<file path="src/rtl/axi_perf_pkg.sv">
// Shared widths, statistics record and saturating arithmetic for the AXI
// performance counter.
package axi_perf_pkg;

  localparam int DEF_DATA_WIDTH    = 64;
  localparam int DEF_CNT_WIDTH     = 32;
  localparam int DEF_OT_WIDTH      = 8;
  localparam int DEF_WINDOW_CYCLES = 1024;

  // Widest counter sat_add can serve; narrower counters are zero-extended in.
  localparam int SAT_MAX_WIDTH = 64;

  // Per-direction statistics record at the default widths.
  typedef struct packed {
    logic [DEF_CNT_WIDTH-1:0] txn;
    logic [DEF_CNT_WIDTH-1:0] bytes;
    logic [DEF_CNT_WIDTH-1:0] lat_sum;
    logic [DEF_OT_WIDTH-1:0]  ot_max;
  } dir_stats_t;

  // a + b clipped to the all-ones value of a w-bit counter.
  function automatic logic [SAT_MAX_WIDTH-1:0] sat_add(
    input logic [SAT_MAX_WIDTH-1:0] a,
    input logic [SAT_MAX_WIDTH-1:0] b,
    input int unsigned              w
  );
    logic [SAT_MAX_WIDTH:0] sum;
    logic [SAT_MAX_WIDTH:0] lim;
    sum = {1'b0, a} + {1'b0, b};
    lim = ((SAT_MAX_WIDTH+1)'(1) << w) - (SAT_MAX_WIDTH+1)'(1);
    return (sum > lim) ? lim[SAT_MAX_WIDTH-1:0] : sum[SAT_MAX_WIDTH-1:0];
  endfunction

endpackage

</file>
<file path="src/rtl/axi_perf_counter_if.sv">
// Handshake signals of one observed AXI port. A beat transfers on a rising
// ACLK edge where VALID and READY are both high; neither side may infer a
// transfer from VALID or READY alone.
interface axi_perf_counter_if #(
  parameter int DATA_WIDTH = 64
);

  logic                    AWVALID;
  logic                    AWREADY;
  logic                    WVALID;
  logic                    WREADY;
  logic                    WLAST;
  logic [DATA_WIDTH/8-1:0] WSTRB;
  logic                    BVALID;
  logic                    BREADY;
  logic                    ARVALID;
  logic                    ARREADY;
  logic                    RVALID;
  logic                    RREADY;
  logic                    RLAST;

  modport master (
    output AWVALID, AWREADY, WVALID, WREADY, WLAST, WSTRB, BVALID, BREADY,
    output ARVALID, ARREADY, RVALID, RREADY, RLAST
  );

  modport slave (
    input AWVALID, AWREADY, WVALID, WREADY, WLAST, WSTRB, BVALID, BREADY,
    input ARVALID, ARREADY, RVALID, RREADY, RLAST
  );

endinterface

</file>
<file path="src/rtl/axi_perf_dir.sv">
// One direction of the performance counter: outstanding-transaction tracking,
// orphan-completion detection and the live/snapshot statistics registers.
module axi_perf_dir
  import axi_perf_pkg::*;
#(
  parameter int CNT_WIDTH = DEF_CNT_WIDTH,
  parameter int OT_WIDTH  = DEF_OT_WIDTH,
  parameter int BYTE_W    = 4
) (
  input  logic                 clk_i,
  input  logic                 rst_i,
  input  logic                 en_i,
  input  logic                 window_end_i,
  input  logic                 start_i,
  input  logic                 end_i,
  input  logic [BYTE_W-1:0]    bytes_i,
  output logic [CNT_WIDTH-1:0] snap_txn_o,
  output logic [CNT_WIDTH-1:0] snap_bytes_o,
  output logic [CNT_WIDTH-1:0] snap_lat_sum_o,
  output logic [OT_WIDTH-1:0]  snap_ot_max_o,
  output logic                 ot_err_o
);

  typedef struct packed {
    logic [CNT_WIDTH-1:0] txn;
    logic [CNT_WIDTH-1:0] bytes;
    logic [CNT_WIDTH-1:0] lat_sum;
    logic [OT_WIDTH-1:0]  ot_max;
  } stats_t;

  logic [OT_WIDTH-1:0] ot_q, ot_d;
  logic                err_q, err_d;
  stats_t              live_q, live_d;
  stats_t              snap_q, snap_d;
  stats_t              upd;
  logic                no_ot;
  logic                orphan_end;
  logic                valid_end;

  always_comb begin
    no_ot      = (ot_q == '0);
    // A completion with nothing in flight is dropped, unless a start in the
    // same cycle pairs with it.
    orphan_end = end_i && !start_i && no_ot;
    valid_end  = end_i && !orphan_end;

    ot_d = ot_q;
    if (start_i && !end_i) begin
      if (ot_q != '1) ot_d = ot_q + 1'b1;
    end else if (end_i && !start_i && !no_ot) begin
      ot_d = ot_q - 1'b1;
    end

    err_d = err_q | orphan_end;

    upd = live_q;
    if (en_i) begin
      upd.txn     = CNT_WIDTH'(sat_add(64'(live_q.txn), 64'(valid_end), CNT_WIDTH));
      upd.bytes   = CNT_WIDTH'(sat_add(64'(live_q.bytes), 64'(bytes_i), CNT_WIDTH));
      upd.lat_sum = CNT_WIDTH'(sat_add(64'(live_q.lat_sum), 64'(ot_q), CNT_WIDTH));
      upd.ot_max  = (ot_d > live_q.ot_max) ? ot_d : live_q.ot_max;
    end

    live_d = upd;
    snap_d = snap_q;
    if (window_end_i) begin
      snap_d        = upd;
      live_d        = '0;
      live_d.ot_max = ot_d;
    end
  end

  always_ff @(posedge clk_i) begin
    if (rst_i) begin
      ot_q   <= '0;
      err_q  <= 1'b0;
      live_q <= '0;
      snap_q <= '0;
    end else begin
      ot_q   <= ot_d;
      err_q  <= err_d;
      live_q <= live_d;
      snap_q <= snap_d;
    end
  end

  assign snap_txn_o     = snap_q.txn;
  assign snap_bytes_o   = snap_q.bytes;
  assign snap_lat_sum_o = snap_q.lat_sum;
  assign snap_ot_max_o  = snap_q.ot_max;
  assign ot_err_o       = err_q;

endmodule

</file>
<file path="src/rtl/axi_perf_counter.sv">
// Passive AXI performance counter: derives per-direction start/end/byte events
// from the bus, runs the sample window and publishes a snapshot per window.
module axi_perf_counter
  import axi_perf_pkg::*;
#(
  parameter int DATA_WIDTH    = DEF_DATA_WIDTH,
  parameter int CNT_WIDTH     = DEF_CNT_WIDTH,
  parameter int OT_WIDTH      = DEF_OT_WIDTH,
  parameter int WINDOW_CYCLES = DEF_WINDOW_CYCLES
) (
  input  logic                 ACLK,
  input  logic                 ARESET,
  input  logic                 en,
  axi_perf_counter_if.slave    bus,
  output logic                 snap_valid,
  output logic [CNT_WIDTH-1:0] rd_txn,
  output logic [CNT_WIDTH-1:0] wr_txn,
  output logic [CNT_WIDTH-1:0] rd_bytes,
  output logic [CNT_WIDTH-1:0] wr_bytes,
  output logic [CNT_WIDTH-1:0] rd_lat_sum,
  output logic [CNT_WIDTH-1:0] wr_lat_sum,
  output logic [OT_WIDTH-1:0]  rd_ot_max,
  output logic [OT_WIDTH-1:0]  wr_ot_max,
  output logic                 ot_err
);

  localparam int STRB_W = DATA_WIDTH / 8;
  localparam int BYTE_W = $clog2(STRB_W) + 1;
  localparam int WIN_W  = $clog2(WINDOW_CYCLES);

  function automatic logic [BYTE_W-1:0] popcount(input logic [STRB_W-1:0] s);
    logic [BYTE_W-1:0] c;
    c = '0;
    for (int i = 0; i < STRB_W; i++) c = c + BYTE_W'(s[i]);
    return c;
  endfunction

  logic              rd_start, rd_end, r_beat;
  logic              wr_start, wr_end, w_beat;
  logic [BYTE_W-1:0] rd_bytes_inc, wr_bytes_inc;
  logic [WIN_W-1:0]  win_q, win_d;
  logic              window_end;
  logic              snap_valid_q;
  logic              rd_err, wr_err;
  logic              unused_wlast;

  // WLAST carries no information here: W bytes count per beat and a write
  // completes on its B response.
  assign unused_wlast = bus.WLAST;

  always_comb begin
    rd_start     = bus.ARVALID && bus.ARREADY;
    r_beat       = bus.RVALID && bus.RREADY;
    rd_end       = r_beat && bus.RLAST;
    rd_bytes_inc = r_beat ? BYTE_W'(STRB_W) : '0;

    wr_start     = bus.AWVALID && bus.AWREADY;
    w_beat       = bus.WVALID && bus.WREADY;
    wr_end       = bus.BVALID && bus.BREADY;
    wr_bytes_inc = w_beat ? popcount(bus.WSTRB) : '0;
  end

  // The window only advances on enabled cycles, so a disabled stretch
  // pushes the window end out by exactly that many cycles.
  always_comb begin
    window_end = en && (win_q == WIN_W'(WINDOW_CYCLES - 1));
    win_d      = win_q;
    if (en) win_d = window_end ? '0 : win_q + 1'b1;
  end

  always_ff @(posedge ACLK) begin
    if (ARESET) begin
      win_q        <= '0;
      snap_valid_q <= 1'b0;
    end else begin
      win_q        <= win_d;
      snap_valid_q <= window_end;
    end
  end

  axi_perf_dir #(
    .CNT_WIDTH (CNT_WIDTH),
    .OT_WIDTH  (OT_WIDTH),
    .BYTE_W    (BYTE_W)
  ) u_rd (
    .clk_i          (ACLK),
    .rst_i          (ARESET),
    .en_i           (en),
    .window_end_i   (window_end),
    .start_i        (rd_start),
    .end_i          (rd_end),
    .bytes_i        (rd_bytes_inc),
    .snap_txn_o     (rd_txn),
    .snap_bytes_o   (rd_bytes),
    .snap_lat_sum_o (rd_lat_sum),
    .snap_ot_max_o  (rd_ot_max),
    .ot_err_o       (rd_err)
  );

  axi_perf_dir #(
    .CNT_WIDTH (CNT_WIDTH),
    .OT_WIDTH  (OT_WIDTH),
    .BYTE_W    (BYTE_W)
  ) u_wr (
    .clk_i          (ACLK),
    .rst_i          (ARESET),
    .en_i           (en),
    .window_end_i   (window_end),
    .start_i        (wr_start),
    .end_i          (wr_end),
    .bytes_i        (wr_bytes_inc),
    .snap_txn_o     (wr_txn),
    .snap_bytes_o   (wr_bytes),
    .snap_lat_sum_o (wr_lat_sum),
    .snap_ot_max_o  (wr_ot_max),
    .ot_err_o       (wr_err)
  );

  assign snap_valid = snap_valid_q;
  assign ot_err     = rd_err | wr_err;

endmodule

</file>
<file path="src/flat_wrapper.sv">
// flat-port wrapper written by rule: the top's interface ports become plain ports
module axi_perf_counter_flat import axi_perf_pkg::*;
#(
  parameter int DATA_WIDTH    = DEF_DATA_WIDTH,
  parameter int CNT_WIDTH     = DEF_CNT_WIDTH,
  parameter int OT_WIDTH      = DEF_OT_WIDTH,
  parameter int WINDOW_CYCLES = DEF_WINDOW_CYCLES
)
  (ACLK, ARESET, en, snap_valid, rd_txn, wr_txn, rd_bytes, wr_bytes, rd_lat_sum, wr_lat_sum, rd_ot_max, wr_ot_max, ot_err, bus_AWVALID, bus_AWREADY, bus_WVALID, bus_WREADY, bus_WLAST, bus_WSTRB, bus_BVALID, bus_BREADY, bus_ARVALID, bus_ARREADY, bus_RVALID, bus_RREADY, bus_RLAST);
  axi_perf_counter_if #(.DATA_WIDTH(DATA_WIDTH)) bus_i ();
  input  logic ACLK;
  input  logic ARESET;
  input  logic en;
  output logic snap_valid;
  output logic [CNT_WIDTH-1:0] rd_txn;
  output logic [CNT_WIDTH-1:0] wr_txn;
  output logic [CNT_WIDTH-1:0] rd_bytes;
  output logic [CNT_WIDTH-1:0] wr_bytes;
  output logic [CNT_WIDTH-1:0] rd_lat_sum;
  output logic [CNT_WIDTH-1:0] wr_lat_sum;
  output logic [OT_WIDTH-1:0] rd_ot_max;
  output logic [OT_WIDTH-1:0] wr_ot_max;
  output logic ot_err;
  input wire logic [$bits(bus_i.AWVALID)-1:0] bus_AWVALID;
  input wire logic [$bits(bus_i.AWREADY)-1:0] bus_AWREADY;
  input wire logic [$bits(bus_i.WVALID)-1:0] bus_WVALID;
  input wire logic [$bits(bus_i.WREADY)-1:0] bus_WREADY;
  input wire logic [$bits(bus_i.WLAST)-1:0] bus_WLAST;
  input wire logic [$bits(bus_i.WSTRB)-1:0] bus_WSTRB;
  input wire logic [$bits(bus_i.BVALID)-1:0] bus_BVALID;
  input wire logic [$bits(bus_i.BREADY)-1:0] bus_BREADY;
  input wire logic [$bits(bus_i.ARVALID)-1:0] bus_ARVALID;
  input wire logic [$bits(bus_i.ARREADY)-1:0] bus_ARREADY;
  input wire logic [$bits(bus_i.RVALID)-1:0] bus_RVALID;
  input wire logic [$bits(bus_i.RREADY)-1:0] bus_RREADY;
  input wire logic [$bits(bus_i.RLAST)-1:0] bus_RLAST;
  assign bus_i.AWVALID = bus_AWVALID;
  assign bus_i.AWREADY = bus_AWREADY;
  assign bus_i.WVALID = bus_WVALID;
  assign bus_i.WREADY = bus_WREADY;
  assign bus_i.WLAST = bus_WLAST;
  assign bus_i.WSTRB = bus_WSTRB;
  assign bus_i.BVALID = bus_BVALID;
  assign bus_i.BREADY = bus_BREADY;
  assign bus_i.ARVALID = bus_ARVALID;
  assign bus_i.ARREADY = bus_ARREADY;
  assign bus_i.RVALID = bus_RVALID;
  assign bus_i.RREADY = bus_RREADY;
  assign bus_i.RLAST = bus_RLAST;
  axi_perf_counter #(.DATA_WIDTH(DATA_WIDTH), .CNT_WIDTH(CNT_WIDTH), .OT_WIDTH(OT_WIDTH), .WINDOW_CYCLES(WINDOW_CYCLES)) u_core (.ACLK(ACLK), .ARESET(ARESET), .en(en), .bus(bus_i), .snap_valid(snap_valid), .rd_txn(rd_txn), .wr_txn(wr_txn), .rd_bytes(rd_bytes), .wr_bytes(wr_bytes), .rd_lat_sum(rd_lat_sum), .wr_lat_sum(wr_lat_sum), .rd_ot_max(rd_ot_max), .wr_ot_max(wr_ot_max), .ot_err(ot_err));
endmodule
</file>
<file path="config.mk">
export PLATFORM = sky130hd
export DESIGN_NAME = axi_perf_counter_flat
export DESIGN_NICKNAME = d
export VERILOG_FILES = /design/src/rtl/axi_perf_pkg.sv /design/src/rtl/axi_perf_counter_if.sv /design/src/rtl/axi_perf_dir.sv /design/src/rtl/axi_perf_counter.sv /design/src/flat_wrapper.sv
export SDC_FILE = /design/constraint.sdc
export NUM_CORES = 1
export LEC_CHECK = 0
export CORE_MARGIN = 4
export CORE_UTILIZATION = 58
export CTS_BUF_LIST = sky130_fd_sc_hd__clkbuf_8
export DETAILED_ROUTE_END_ITERATION = 10
export GPL_ROUTABILITY_DRIVEN = 0
export PLACE_DENSITY = 0.91
export SLEW_MARGIN = 20
export SYNTH_ARGS = -nofsm -noshare
export SYNTH_HDL_FRONTEND = slang
export SYNTH_SLANG_ARGS = --single-unit
</file>
<file path="constraint.sdc">
create_clock -name ACLK -period 7.25 [get_ports ACLK]
set_input_delay 1.0875 -clock ACLK [delete_from_list [all_inputs] [get_ports ACLK]]
set_output_delay 1.0875 -clock ACLK [all_outputs]
set_load 0.005 [all_outputs]
</file>
==> impl_metrics.env <==
export IMPL_holdBufCountCts=0
export IMPL_yosys_area_share_simple=0.252
export IMPL_crit_start="bus_WSTRB[1]"
export IMPL_tightest_slew_ns=0.996
export IMPL_cts_setup_buffers=0
export IMPL_setup_tns_ns=0
export IMPL_synthesis_nets=2540
export IMPL_dr_pass1_iters=5
export IMPL_yosys_top_cells_count="445 x dfxtp_1, 410 x nor2_1, 186 x nand2_1"
export IMPL_drive_gt1_frac=0.0672
export IMPL_avgSynthCellArea_um2=8.37
export IMPL_fillers=2530
export IMPL_numCtsBuffers=72
export IMPL_ys_flop_type="dfxtp_1"
export IMPL_coreArea_um2=34800
export IMPL_yosys_warnings=0
export IMPL_cp_start_kind="primary input"
export IMPL_critPathArrivalTime_ns=6.21
export IMPL_port_buffers=231
export IMPL_nets=2722
export IMPL_cp_end_kind="flip-flop"
export IMPL_comb_power_share=0.107
export IMPL_synth_xor_area_share=0.0417
export IMPL_p_clk_frac=0.432
export IMPL_routedWlPerCell_um=18.7
export IMPL_yosysMostFrequentCell="dfxtp_1"
export IMPL_drc=0
export IMPL_synth_seq_area_share=0.433
export IMPL_clock_path_buffers=3
export IMPL_vias=19800
export IMPL_dp_cells=3021
export IMPL_synth_area_leader_cell="dfxtp_1"
export IMPL_fin_skew_ns=0.0233
export IMPL_synth_top_cell_area_share=0.433
export IMPL_grt_start_max_net_pins=208
export IMPL_rsz0062_at_grt="false"
export IMPL_setup_viol=0
export IMPL_dieArea_um2=38500
export IMPL_clk_pin_slew_ns=0.06
export IMPL_start_util=0.591
export IMPL_layout_min_cycle_time_ns=5.73
export IMPL_synth_async_sr_flop_share=0
export IMPL_wirelength_um=58700
export IMPL_ctsResizeCount=0
export IMPL_critical_path_class="in2reg"
export IMPL_status="finished, final reports clean"
export IMPL_synth_compound_area_frac=0.183
export IMPL_gr_total_overflow=0
export IMPL_min_path_type="reg2reg"
export IMPL_crit_path_max_incr_delay_ns=0.57
export IMPL_insertion_delay_ns=0.60
export IMPL_p_per_area_nw_per_um2=223
export IMPL_rr_startpoint="u_core.u_rd.ot_q[1]$_SDFF_PP0_"
export IMPL_synth_top_family_by_area="simple AND/OR/NAND/NOR gates"
export IMPL_crit_fanout=9
export IMPL_instances_no_fill=3147
export IMPL_relSlewSlack=0.330
export IMPL_total_power_mw=5.51
export IMPL_finalMaxSlewViolations=0
export IMPL_switchingPower_mw=1.42
export IMPL_ys_ff_latch=445
export IMPL_synth_area_um2=20600
export IMPL_synth_edf_count=0
export IMPL_multi_input_area_um2=10900
export IMPL_drt_first_iter_violations=1790
export IMPL_fin_util=0.709
export IMPL_crit_slowest_cell="a211oi_1"
export IMPL_grt_pass1_wl_um=94600
export IMPL_crit_top_cell="fa_1"
export IMPL_synthTopCellsByArea="dfxtp_1 43%, nor2_1 7.5%, a211oi_1 4.8%"
export IMPL_grt_pass1_vias=19100
export IMPL_postSynthCellCount=2458
export IMPL_dp_hpwl_um=38700
export IMPL_min_from="u_core.u_rd.snap_lat_sum_o[10]$_SDFFE_PP0P_"
export IMPL_num_antenna_cells=0
export IMPL_htree_levels=3
export IMPL_vias_per_cell=6.29
export IMPL_timing_fmax_mhz=175
export IMPL_clock_sinks=445
export IMPL_power_share_sequential=0.461
export IMPL_track_usage=0.290
export IMPL_die_y_um=196
export IMPL_root_buffer="clkbuf_8"
export IMPL_synth_mux_area_frac=0.0138
export IMPL_ant_nets=0
export IMPL_finalInstanceArea_um2=24700
export IMPL_die_w_um=196
export IMPL_antenna_found_initial=0
export IMPL_p_leak_nw=8.70
export IMPL_swShare=0.258
export IMPL_placementRows=68
export IMPL_vdd_drop_max_mv=0.191
export IMPL_required_ns=7.74
export IMPL_hold_viol_final=0
export IMPL_ios=233
export IMPL_yosys_area_share_adder=0.0385
export IMPL_cts_tree="done"
export IMPL_post_route_period_util=0.790
export IMPL_synth_cell_types=80
export IMPL_placed_cell_area_um2=23100
export IMPL_intPower_mw=4.08
export IMPL_regArea_um2=8910
export IMPL_area_growth_pct=20.0
export IMPL_cp_cell_sequence="clkdlybuf4s50_1, ha_1, inv_1, fa_1, fa_1, fa_1, fa_1, or2_2, fa_1, nand2b_1, a211oi_1, nand4_1, nor2_2, nor3_1, a211oi_1"
export IMPL_cap_violations=0
[power by group through the flow]
stage | sequential [mW] | clock [mW] | combinational, mW
final | 2.54 | 2.38 | 0.589
after floorplan | 2.57 | 0 | 0.444
after CTS | 2.53 | 2.41 | 0.575
after global routing | 2.54 | 2.52 | 0.649
after global placement | 2.58 | 0 | 0.539
after detailed placement | 2.59 | 0 | 0.570
[per-layer routing]
layer	share of wire	global-route usage	up-vias
li1	-	-	9249
met1	0.40	0.366	9297
met2	0.46	0.471	1055
met3	0.095	0.0692	203
met4	0.038	0.132	0
met5	0	0	-
[sequential cells by signal, summed over array words and instances, names as in the netlist, 8 cells and up]
register / flops
u_core.u_rd.live_q: 104
u_core.u_rd.ot_q: 8
u_core.u_rd.snap_bytes_o: 32
u_core.u_rd.snap_lat_sum_o: 32
u_core.u_rd.snap_ot_max_o: 8
u_core.u_rd.snap_txn_o: 32
u_core.u_wr.live_q: 104
u_core.u_wr.ot_q: 8
u_core.u_wr.snap_bytes_o: 32
u_core.u_wr.snap_lat_sum_o: 32
u_core.u_wr.snap_ot_max_o: 8
u_core.u_wr.snap_txn_o: 32
u_core.win_q: 10
[placed cells by master (no fill, tap or decap), types with 9 or more instances in the layout]
master,instances
nand3b_1,9
a21oi_1,126
o2111ai_1,13
mux2i_1,26
nor4_1,19
a31oi_1,16
a211oi_1,132
nor2b_1,19
and2_1,25
nand3_1,100
nand4_1,72
nor2_1,409
xnor2_1,64
o31ai_1,19
o21ai_0,90
inv_1,85
clkdlybuf4s50_1,229
a2111oi_0,9
and4_1,24
o211ai_1,23
o21a_1,9
o21ai_1,12
o22ai_1,15
ha_1,52
dfxtp_1,445
and3_1,49
nand2_1,186
xor2_1,34
clkbuf_8,91
a21o_1,14
buf_4,11
or3_1,19
a311oi_1,16
nor3_1,70
[through the flow]
stage               setup WS [ns]  hold slack (ns)
global route                 1.30            0.471
detailed placement           1.05            0.442
CTS                          1.65            0.458
floorplan                    1.84            0.427
finish                       1.52            0.456
global placement             1.26            0.437
[cell type report]
| class | count | area share |
|---|---|---|
| Clock buffer | 91 | 0.0508 |
| Clock inverter | 35 | 0.0135 |
| Inverter | 68 | 0.0103 |
| Multi-Input combinational cell | 1809 | 0.443 |
| Sequential cell | 445 | 0.361 |
| Tap cell | 455 | 0.0231 |
| Timing Repair Buffer | 244 | 0.0985 |
[worst max-delay path: cells and delay by family]
family	cells	cell delay (ns)
buffers and inverters	2	0.46
adder cells (fa/ha/maj)	6	2.50
AO/OA/AOI/OAI	2	0.83
AND/OR/NAND/NOR	5	1.32
[cell families after synthesis]
group	after synthesis
and+or+nand+nor	1067
AOI/OAI and AO/OA	557
DFF	445
buffers and inverters	204
xor gates and xnor gates	98
adders and majority gates	59
muxes	28
[path summary, 6_finish.rpt]
kind / end / slack (ns) / cells after the start
worst min register to register: u_core.u_rd.snap_lat_sum_o[10]$_SDFFE_PP0P_ / 0.46 / 2
worst min-delay path: u_core.u_rd.snap_lat_sum_o[10]$_SDFFE_PP0P_ / 0.46 / 2
worst max-delay path: u_core.u_wr.snap_bytes_o[11]$_SDFFE_PP0P_ / 1.52 / 15
worst max register to register: u_core.u_rd.snap_ot_max_o[2]$_SDFFE_PP0P_ / 3.01 / 13
Power figures use the tool's default switching activity.
